**config.mk**
```make
export PLATFORM = sky130hd
export DESIGN_NAME = disp_scan_ctrl
export DESIGN_NICKNAME = d
export VERILOG_FILES = /design/src/rtl/disp_pkg.sv /design/src/rtl/seg_glyph_dec.sv /design/src/rtl/disp_scan_ctrl.sv
export SDC_FILE = /design/constraint.sdc
export NUM_CORES = 1
export LEC_CHECK = 0
export ABC_AREA = 1
export BUFFER_PORTS_ARGS = -buffer_cell sky130_fd_sc_hd__buf_2
export CORE_AREA = 2 2 82 84
export CTS_BUF_LIST = sky130_fd_sc_hd__clkbuf_4
export CTS_CLUSTER_SIZE = 25
export DETAILED_ROUTE_END_ITERATION = 8
export DIE_AREA = 0 0 84 86
export PLACE_DENSITY = 0.74
export SLEW_MARGIN = 20
export SYNTH_ARGS = -nofsm -noshare
export SYNTH_HDL_FRONTEND = slang
export SYNTH_HIERARCHICAL = 1
export SYNTH_SLANG_ARGS = --single-unit
```
**constraint.sdc**
```tcl
create_clock -name clk -period 2.8 [get_ports clk]
set_clock_uncertainty 0.1 [all_clocks]
set_input_delay 0.14 -clock clk [delete_from_list [all_inputs] [get_ports clk]]
set_output_delay 0.14 -clock clk [all_outputs]
set_load 0.005 [all_outputs]
```
**src/rtl/disp_pkg.sv**
```systemverilog
// disp_pkg
// Shared constants for the stopwatch display scanner:
//   - 2-bit letter codes used in status messages (E, L, A, blank)
//   - seven-segment glyphs, bit 6 = segment a down to bit 0 = segment g
//   - display mode encoding and the number of multiplexed digits
package disp_pkg;

  localparam int NUM_DIGITS = 4;

  localparam logic [1:0] LTR_E     = 2'd0;
  localparam logic [1:0] LTR_L     = 2'd1;
  localparam logic [1:0] LTR_A     = 2'd2;
  localparam logic [1:0] LTR_BLANK = 2'd3;

  localparam logic [6:0] SEG_E     = 7'b1001111;
  localparam logic [6:0] SEG_L     = 7'b0001110;
  localparam logic [6:0] SEG_A     = 7'b1110111;
  localparam logic [6:0] SEG_BLANK = 7'b0000000;

  localparam logic [6:0] SEG_0 = 7'b1111110;
  localparam logic [6:0] SEG_1 = 7'b0110000;
  localparam logic [6:0] SEG_2 = 7'b1101101;
  localparam logic [6:0] SEG_3 = 7'b1111001;
  localparam logic [6:0] SEG_4 = 7'b0110011;
  localparam logic [6:0] SEG_5 = 7'b1011011;
  localparam logic [6:0] SEG_6 = 7'b1011111;
  localparam logic [6:0] SEG_7 = 7'b1110000;
  localparam logic [6:0] SEG_8 = 7'b1111111;
  localparam logic [6:0] SEG_9 = 7'b1111011;

  typedef enum logic {
    MODE_NUM = 1'b0,
    MODE_MSG = 1'b1
  } mode_t;

endpackage

```
**src/rtl/seg_glyph_dec.sv**
```systemverilog
// seg_glyph_dec
// Combinational glyph lookup for one seven-segment digit.
// Ports:
//   is_letter  in   1  1 = val[1:0] is a letter code, 0 = val is a BCD digit
//   val        in   4  BCD digit (0..9, 10..15 dark) or letter code in bits 1:0
//   seg        out  7  active-high segments, seg[6]=a .. seg[0]=g
module seg_glyph_dec
  import disp_pkg::*;
(
  input  logic       is_letter,
  input  logic [3:0] val,
  output logic [6:0] seg
);

  // Letter codes ignore val[3:2]; non-decimal BCD values stay dark.
  always_comb begin
    seg = SEG_BLANK;
    if (is_letter) begin
      case (val[1:0])
        LTR_E:   seg = SEG_E;
        LTR_L:   seg = SEG_L;
        LTR_A:   seg = SEG_A;
        default: seg = SEG_BLANK;
      endcase
    end else begin
      case (val)
        4'd0:    seg = SEG_0;
        4'd1:    seg = SEG_1;
        4'd2:    seg = SEG_2;
        4'd3:    seg = SEG_3;
        4'd4:    seg = SEG_4;
        4'd5:    seg = SEG_5;
        4'd6:    seg = SEG_6;
        4'd7:    seg = SEG_7;
        4'd8:    seg = SEG_8;
        4'd9:    seg = SEG_9;
        default: seg = SEG_BLANK;
      endcase
    end
  end

endmodule

```
**src/rtl/disp_scan_ctrl.sv**
```systemverilog
// disp_scan_ctrl
// Drives the stopwatch's 4-digit multiplexed seven-segment display. One digit
// is lit per refresh tick. Normally the stopwatch BCD digits are shown; a
// msg_req pulse switches to a timed letter message that expires on its own.
// Ports:
//   clk         in   1   system clock
//   rst_n       in   1   asynchronous active-low reset
//   disp_en     in   1   0 = all anodes off (scanning keeps running)
//   bcd_digits  in   16  digit3..digit0 BCD from the stopwatch core
//   dp_mask     in   4   decimal point per digit, numeric mode only
//   msg_req     in   1   single-cycle request: latch msg_code, show message
//   msg_code    in   8   digit3..digit0 letter codes, 2 bits each
//   msg_busy    out  1   high while the message is on screen
//   an          out  4   anodes, active-low
//   seg         out  7   segments, active-high, seg[6]=a .. seg[0]=g
//   dp          out  1   decimal point, active-high
module disp_scan_ctrl
  import disp_pkg::*;
#(
  parameter int REFRESH_DIV    = 100000,
  parameter int MSG_HOLD_TICKS = 2000,
  parameter int LZ_SUPPRESS    = 1
) (
  input  logic        clk,
  input  logic        rst_n,
  input  logic        disp_en,
  input  logic [15:0] bcd_digits,
  input  logic [3:0]  dp_mask,
  input  logic        msg_req,
  input  logic [7:0]  msg_code,
  output logic        msg_busy,
  output logic [3:0]  an,
  output logic [6:0]  seg,
  output logic        dp
);

  localparam int CNT_W  = $clog2(REFRESH_DIV);
  localparam int HOLD_W = (MSG_HOLD_TICKS > 1) ? $clog2(MSG_HOLD_TICKS) : 1;
  localparam logic [CNT_W-1:0]  CNT_LAST  = CNT_W'(REFRESH_DIV - 1);
  localparam logic [HOLD_W-1:0] HOLD_LOAD = HOLD_W'(MSG_HOLD_TICKS - 1);

  logic [CNT_W-1:0]      refresh_cnt;
  logic                  tick;
  logic [1:0]            idx;
  mode_t                 mode;
  logic [HOLD_W-1:0]     hold;
  logic [7:0]            code_q;
  logic [NUM_DIGITS-1:0] scan_an;
  logic [NUM_DIGITS-1:0] an_next;
  logic [3:0]            cur_val;
  logic [3:0]            lz_blank;
  logic                  dec_letter;
  logic [3:0]            dec_val;
  logic [6:0]            dec_seg;

  assign tick = (refresh_cnt == CNT_LAST);

  // Free-running refresh divider; one scan tick every REFRESH_DIV clocks.
  always_ff @(posedge clk or negedge rst_n) begin
    if (!rst_n) begin
      refresh_cnt <= '0;
    end else if (tick) begin
      refresh_cnt <= '0;
    end else begin
      refresh_cnt <= refresh_cnt + 1'b1;
    end
  end

  // idx names the digit that the next tick lights, so the first tick after
  // reset lights digit 0 and idx then moves on to the following digit.
  always_ff @(posedge clk or negedge rst_n) begin
    if (!rst_n) begin
      idx <= 2'd0;
    end else if (tick) begin
      idx <= idx + 2'd1;
    end
  end

  // Mode FSM with hold counter. A request always wins, including on the
  // tick where the current message would expire, so it reloads the hold.
  always_ff @(posedge clk or negedge rst_n) begin
    if (!rst_n) begin
      mode     <= MODE_NUM;
      hold     <= '0;
      code_q   <= 8'hFF;
      msg_busy <= 1'b0;
    end else if (msg_req) begin
      mode     <= MODE_MSG;
      hold     <= HOLD_LOAD;
      code_q   <= msg_code;
      msg_busy <= 1'b1;
    end else if (mode == MODE_MSG && tick) begin
      if (hold == '0) begin
        mode     <= MODE_NUM;
        msg_busy <= 1'b0;
      end else begin
        hold <= hold - 1'b1;
      end
    end
  end

  // A digit is a leading zero when it and every digit above it are zero.
  // Digit 0 always shows, so a reading of all zeros still displays "0".
  always_comb begin
    lz_blank    = 4'b0000;
    lz_blank[3] = (bcd_digits[15:12] == 4'd0);
    lz_blank[2] = lz_blank[3] && (bcd_digits[11:8] == 4'd0);
    lz_blank[1] = lz_blank[2] && (bcd_digits[7:4] == 4'd0);
  end

  assign cur_val = bcd_digits[{idx, 2'b00} +: 4];

  // Pick what the decoder sees for the digit about to be lit. The mode
  // register is used as-is, so a mode change shows up at the next tick.
  always_comb begin
    dec_letter = 1'b0;
    dec_val    = cur_val;
    if (mode == MODE_MSG) begin
      dec_letter = 1'b1;
      dec_val    = {2'b00, code_q[{idx, 1'b0} +: 2]};
    end else if (LZ_SUPPRESS != 0 && lz_blank[idx]) begin
      dec_letter = 1'b1;
      dec_val    = {2'b00, LTR_BLANK};
    end
  end

  seg_glyph_dec u_glyph (
    .is_letter (dec_letter),
    .val       (dec_val),
    .seg       (dec_seg)
  );

  assign an_next = ~(4'b0001 << idx);

  // seg/dp and the scan anode pattern change only on ticks. The anode pins
  // are re-registered every cycle so disp_en blanks the display promptly
  // without disturbing the scan position.
  always_ff @(posedge clk or negedge rst_n) begin
    if (!rst_n) begin
      scan_an <= 4'b1111;
      an      <= 4'b1111;
      seg     <= SEG_BLANK;
      dp      <= 1'b0;
    end else if (tick) begin
      scan_an <= an_next;
      an      <= disp_en ? an_next : 4'b1111;
      seg     <= dec_seg;
      dp      <= (mode == MODE_NUM) ? dp_mask[idx] : 1'b0;
    end else begin
      an <= disp_en ? scan_an : 4'b1111;
    end
  end

endmodule

```
# Yosys cells after proc, flatten, opt, wreduce, memory -nomap -nowiden
# Memories as Yosys holds them, arrays and structs flattened.
# Index checks and enable logic that the tools add are counted.
dict set report classes {
  n_lt_le_gt_ge 1
  addsub 3
  n_reduce_logical 12
  eq_ne 4
  n_bitwise 1
  shifts 3
  n_mux 21
}
# operator count
set op_table {}
lappend op_table {{11-bit two-way mux} 3}
lappend op_table {{7-bit case mux with 3 select lines} 1}
lappend op_table {{4-bit two-way mux} 5}
lappend op_table {{17-bit by 1-bit adder with 17-bit output, second input constant} 1}
lappend op_table {{17-bit equality test, second input constant} 1}
lappend op_table {{17-bit two-way mux} 1}
lappend op_table {{16-bit by 5-bit indexed part select with 4-bit output} 1}
lappend op_table {{4-bit logical NOT} 3}
lappend op_table {{11-bit logical NOT} 1}
lappend op_table {{11-bit by 1-bit subtractor with 11-bit output, second input constant} 1}
lappend op_table {{1-bit two-way mux} 8}
lappend op_table {{8-bit by 4-bit indexed part select with 2-bit output} 1}
lappend op_table {{7-bit two-way mux} 1}
lappend op_table {{1-bit binary-select mux with 2-bit select} 2}
lappend op_table {{4-bit inverter} 1}
lappend op_table {{2-bit AND reduction} 2}
lappend op_table {{2-bit nonzero test} 2}
lappend op_table {{1-bit by 2-bit left shift with 4-bit output, first input constant} 1}
lappend op_table {{1-bit logical AND} 3}
lappend op_table {{2-bit by 3-bit less-than comparator with 1-bit output, second input constant} 1}
lappend op_table {{2-bit by 1-bit adder with 2-bit output, second input constant} 1}
lappend op_table {{2-bit by 1-bit equality test with 1-bit output, second input constant} 1}
lappend op_table {{2-bit equality test, second input constant} 1}
lappend op_table {{2-bit logical NOT} 1}
lappend op_table {{2-bit != test, second input constant} 1}
dict set report totals {
  input_bits 32
  output_inout_bits 13
  elab_cells 55
  romBits 112
  n_memories 1
  ff_bits 55
}
# name words width rd rd_clocked_by_memory_dff wr line
set mem_list {}
lappend mem_list {{(name not given)} 16 7 1 0 0 seg_glyph_dec.sv:26} ;# case (val)

# Logic depth before layout (Yosys ltp)
dict set report depth {
  ltp_word 10
  mapped_depth 21
  depth_no_buf 20
}

# Cells and area by module
# The synthesis kept the hierarchy.
# module n_inst cells_per_inst area_per_inst_um2 seq_area_each_um2
set modules_own_cells {}
lappend modules_own_cells {disp_scan_ctrl 1 414 3067.9 1396.3}
lappend modules_own_cells {seg_glyph_dec 1 62 319.1 0.0}

# Worst setup path before layout
# Ideal clock, no wire load.
dict set report synth_path {
  path_kind {reg-to-reg}
  from {register idx[0]}
  to {register seg[3]}
  synth_period_minus_slack_ns 2.398
  setup_ns 0.117
  required_time_ns 2.583
  slack_ns 0.402
  t_arrival_ns 2.181
  stages_incl_launch_ff 19
  n_path_buf 2
  path_cell_list {dfrtp_1 buf_2 inv_1 buf_2 nand2_1 o211ai_1 nand3_1 nand2_1 inv_1 ha_1 nand2_1 nand2_1 nand2_1 nand2_1 nand2_1 nand2_1 or2_0 o21ai_1 inv_1}
}
dict set report synth_between {
  elab_chain_cells 7
  elab_cells_between_ends 14
  cone_classes {eq/ne (2); shift (2); mux (8); reduce/logical (1); memory (1)}
}
# element line
set synth_lines {}
lappend synth_lines {{from (decl)} disp_scan_ctrl.sv:44} ;# logic [1:0] idx;
lappend synth_lines {{from (signal assigned)} disp_scan_ctrl.sv:75} ;# idx <= idx + 2'd1;
lappend synth_lines {{parallel branches: the longest is 3 deep, another holds 16-bit by 5-bit indexed part select with 4-bit output} --}
lappend synth_lines {{4-bit two-way mux *} disp_scan_ctrl.sv:118} ;# if (mode == MODE_MSG) begin
lappend synth_lines {{via dec_val[1]} disp_scan_ctrl.sv:53} ;# logic [3:0] dec_val;
lappend synth_lines {{parallel branches: the longest is 2 deep, another holds memory 16 x 7 bit} --}
lappend synth_lines {{7-bit two-way mux *} seg_glyph_dec.sv:18} ;# if (is_letter) begin
lappend synth_lines {{via dec_seg[3]} disp_scan_ctrl.sv:54} ;# logic [6:0] dec_seg;
lappend synth_lines {{to (signal assigned)} disp_scan_ctrl.sv:147} ;# seg <= dec_seg;
lappend synth_lines {{to (decl)} disp_scan_ctrl.sv:33} ;# output logic [6:0] seg,
# Mark *: on every way through the listed nets, which the timed path passes. The select of a mux whose other input is x is not followed.
# A chain may end at the register's enable or synchronous reset.

# Final worst setup path
# Ends and elaborated chain as after synthesis.

==> flow_summary.toml <==
[status]
outcome = "complete, no violations"

[worst_hold_path]
hold_path.class = "primary input to flop"

[pwr]
power_density_mw_per_mm2 = 370
p_clk_frac = 0.252
seq_power_share = 0.599
peakVddDrop_uv = 288
comb_power_share = 0.150
p_int_mw = 1.03
power.leakage_nw = 2.13
switchingPower_mw = 0.406
p_sw_frac = 0.284

[detailed_routing]
totalWireLength_um = 6870
drc_errors = 0
via_per_inst = 4.89
drt_pass1_iterations = 4
antenna_left = 0
vias = 2993
drt_iter0_markers = 96
wl_per_cell_um = 11.2

[yosys]
ys_types = 31
seq_area_frac_synth = 0.412
synth_nets = 521
postSynthCellCount = 476
syn_avg_cell_area_um2 = 7.12
ys.warnings.count = 6
synth.area.top_cells = "dfrtp_1 (29%), nand2_1 (16%), dfstp_2 (12%)"
synth_top_area_frac = 0.288
ys_ff_latch = 55
synth_top_area_cell = "dfrtp_1"
netlist_area_mm2 = 0.00339

[final_layout]
antennaDiodeCount = 0
fin_util = 0.617
final_cell_mix = "nand2_1 (147), inv_1 (72), nor2_1 (55)"
fillers = 580
layout_commonest_cell = "nand2_1"
fin_nets = 579
drive_gt1_frac = 0.170
area_growth_pct = 14.3

[global_route]
grt_pass1_vias = 2936
grt_max_degree = 31
grt_pass1_wl_um = 12700
antenna_found_initial = 0
track_usage = 0.211
overflow = 0

[floorplanning]
die_h_um = 86
die-area_mm2 = 0.00722
io_pins = 45
coreArea_mm2 = 0.00628
start_util = 0.540
dieWidth_um = 84
rows = 29

[critical_path]
critPathTopFamily = "simple AND/OR/NAND/NOR gates"
critical_path_class = "flop to flop"
crit_path_cell_trace = "inv_1 -> buf_4 -> nand2_1 -> o211ai_1 -> nand3_1 -> nand2_1 -> inv_2 -> ha_1 -> nand2_1 -> nand2_1 -> nand2_1 -> nand2_1 -> nand2_1 -> nand2_1 -> or2_0 -> o21ai_1 -> inv_1"
cp_data_required_time_ns = 2.99
endpoint_kind = "flop"
critPathMaxFanout = 10
cp.buffers_inverters = 4
critPathArrivalTime_ns = 2.67
crit_slowest_cell = "dfrtp_1"
path_common_cell = "nand2_1"
start_kind = "flop"
crit_path_max_incr_delay_ns = 0.40

[timing]
max-slew-margin-rel = 0.575
period_needed_ns = 2.49
hold_violations = 0
fmax_mhz = 402
worst_pin_slew_ns = 0.638
drv_slew = 0
fin_setup_tns_ns = 0
rsz0062_at_grt = "false"
period_share = 0.888
setup_viol = 0

[run]
drv_cap = 0

[clock_tree]
htreeDepth = 2
cts-buffers-inserted = 5
clock_tree.buffer_depth = 2
clk-insertion-delay-late_ns = 0.38
cts_tree = "yes"
cts.sinks = 55
clk_pin_slew_worst_paths_ns = 0.16
cts-root-buf = "clkbuf_4"

[placed_design]
hpwl_um = 5010
place.gp.congestion = 0.929
port_buffers = 44
[cells by family after synthesis]
group,Yosys count,share of synthesized area
and+or+nand+nor,257,0.319
buffers and inverters,87,0.103
adders and majority gates,13,0.0480
DFF,55,0.412
xor gates and xnor gates,13,0.0336
AOI/OAI and AO/OA,51,0.0839
[layer usage]
layer / up-vias / part of all wire / GRT usage
met1: 1359 / 0.46 / 0.266
li1: 1571 / - / -
met4: 0 / 0.0092 / 0.0455
met3: 7 / 0.035 / 0.0346
met5: - / 0 / 0
met2: 56 / 0.50 / 0.384
[final cells by class]
type / instances / area (um^2) / area share
timing repair buffer: 62 / 390 / 0.101
multi-input combinational: 334 / 1640 / 0.424
clock buffer: 5 / 37.5 / 0.00970
clock inverter: 3 / 23.8 / 0.00614
tap: 77 / 96.3 / 0.0249
sequential: 55 / 1400 / 0.361
inverter: 76 / 285 / 0.0737
[worst reg2reg max path: stages (launching register included)]
cell	delay (ns)
dfrtp_1	0.40
inv_1	0.23
buf_4	0.21
nand2_1	0.05
o211ai_1	0.07
nand3_1	0.11
nand2_1	0.18
inv_2	0.10
ha_1	0.28
nand2_1	0.09
nand2_1	0.06
nand2_1	0.05
nand2_1	0.05
nand2_1	0.05
nand2_1	0.04
or2_0	0.21
o21ai_1	0.07
inv_1	0.05
[sequential cells by signal, summed over array words and instances (netlist names)]
signal       cells
dp               1
an               4
seg              7
idx              2
scan_an          4
code_q           8
hold            11
refresh_cnt     17
mode             1
[synthesized netlist by cell type (all sizes together)]
| cell | n |
|---|---|
| a21oi | 7 |
| buf | 8 |
| clkbuf | 3 |
| dfrtp | 39 |
| dfstp | 16 |
| ha | 13 |
| inv | 76 |
| nand2 | 152 |
| nand3 | 28 |
| nand3b | 2 |
| nand4 | 3 |
| nor2 | 57 |
| nor3 | 7 |
| nor3b | 1 |
| o211ai | 3 |
| o21ai | 39 |
| o22ai | 2 |
| or2 | 7 |
| xor2 | 13 |
[through the flow]
step | std cells | hold WS, ns | power, mW | setup slack (ns) | area [um^2]
5_1_grt | 612 | 0.0435 | 1.52 | 0.000174 | 3870
3_3_place_gp | 590 | 0.103 | 1.06 | 0.268 | 3670
4_1_cts | 612 | 0.00128 | 1.46 | 0.146 | 3870
6_report | 612 | 0.0286 | 1.43 | 0.314 | 3870
2_1_floorplan | 476 | -0.256 | 0.998 | 0.402 | 3390
3_5_place_dp | 590 | 0.106 | 1.07 | 0.152 | 3670
[power by group through the flow]
stage | clock (mW) | combinational, mW | sequential, mW
floorplan | 0 | 0.132 | 0.867
global placement | 0 | 0.194 | 0.870
detailed placement | 0 | 0.199 | 0.871
CTS | 0.386 | 0.213 | 0.857
global route | 0.410 | 0.249 | 0.862
finish | 0.360 | 0.214 | 0.857
[path summary, 6_finish.rpt]
path	slack, ns	startpoint	to	cells after the start
max in group asynchronous	1.68	rst_n	code_q[4]$_DFFE_PN1P_	3
setup reg to reg	0.31	idx[0]$_DFFE_PN0N_	seg[3]$_DFFE_PN0N_	17
setup / recovery	0.31	idx[0]$_DFFE_PN0N_	seg[3]$_DFFE_PN0N_	17
hold / removal	0.03	msg_req	code_q[6]$_DFFE_PN1P_	3
min in group asynchronous	0.19	rst_n	refresh_cnt[1]$_DFF_PN0_	2
hold reg to reg	0.37	code_q[4]$_DFFE_PN1P_	code_q[4]$_DFFE_PN1P_	2
[repair_timing]
| action | CTS | global route |
|---|---|---|
| setup endpoints to repair | 0 | 6 |
| hold buffers | 14 | 0 |
| setup buffers | 0 | 0 |
| endpoints found under the hold margin | 37 | 0 |
| gates resized for setup | 0 | 2 |
Power figures use the tool's default switching activity.
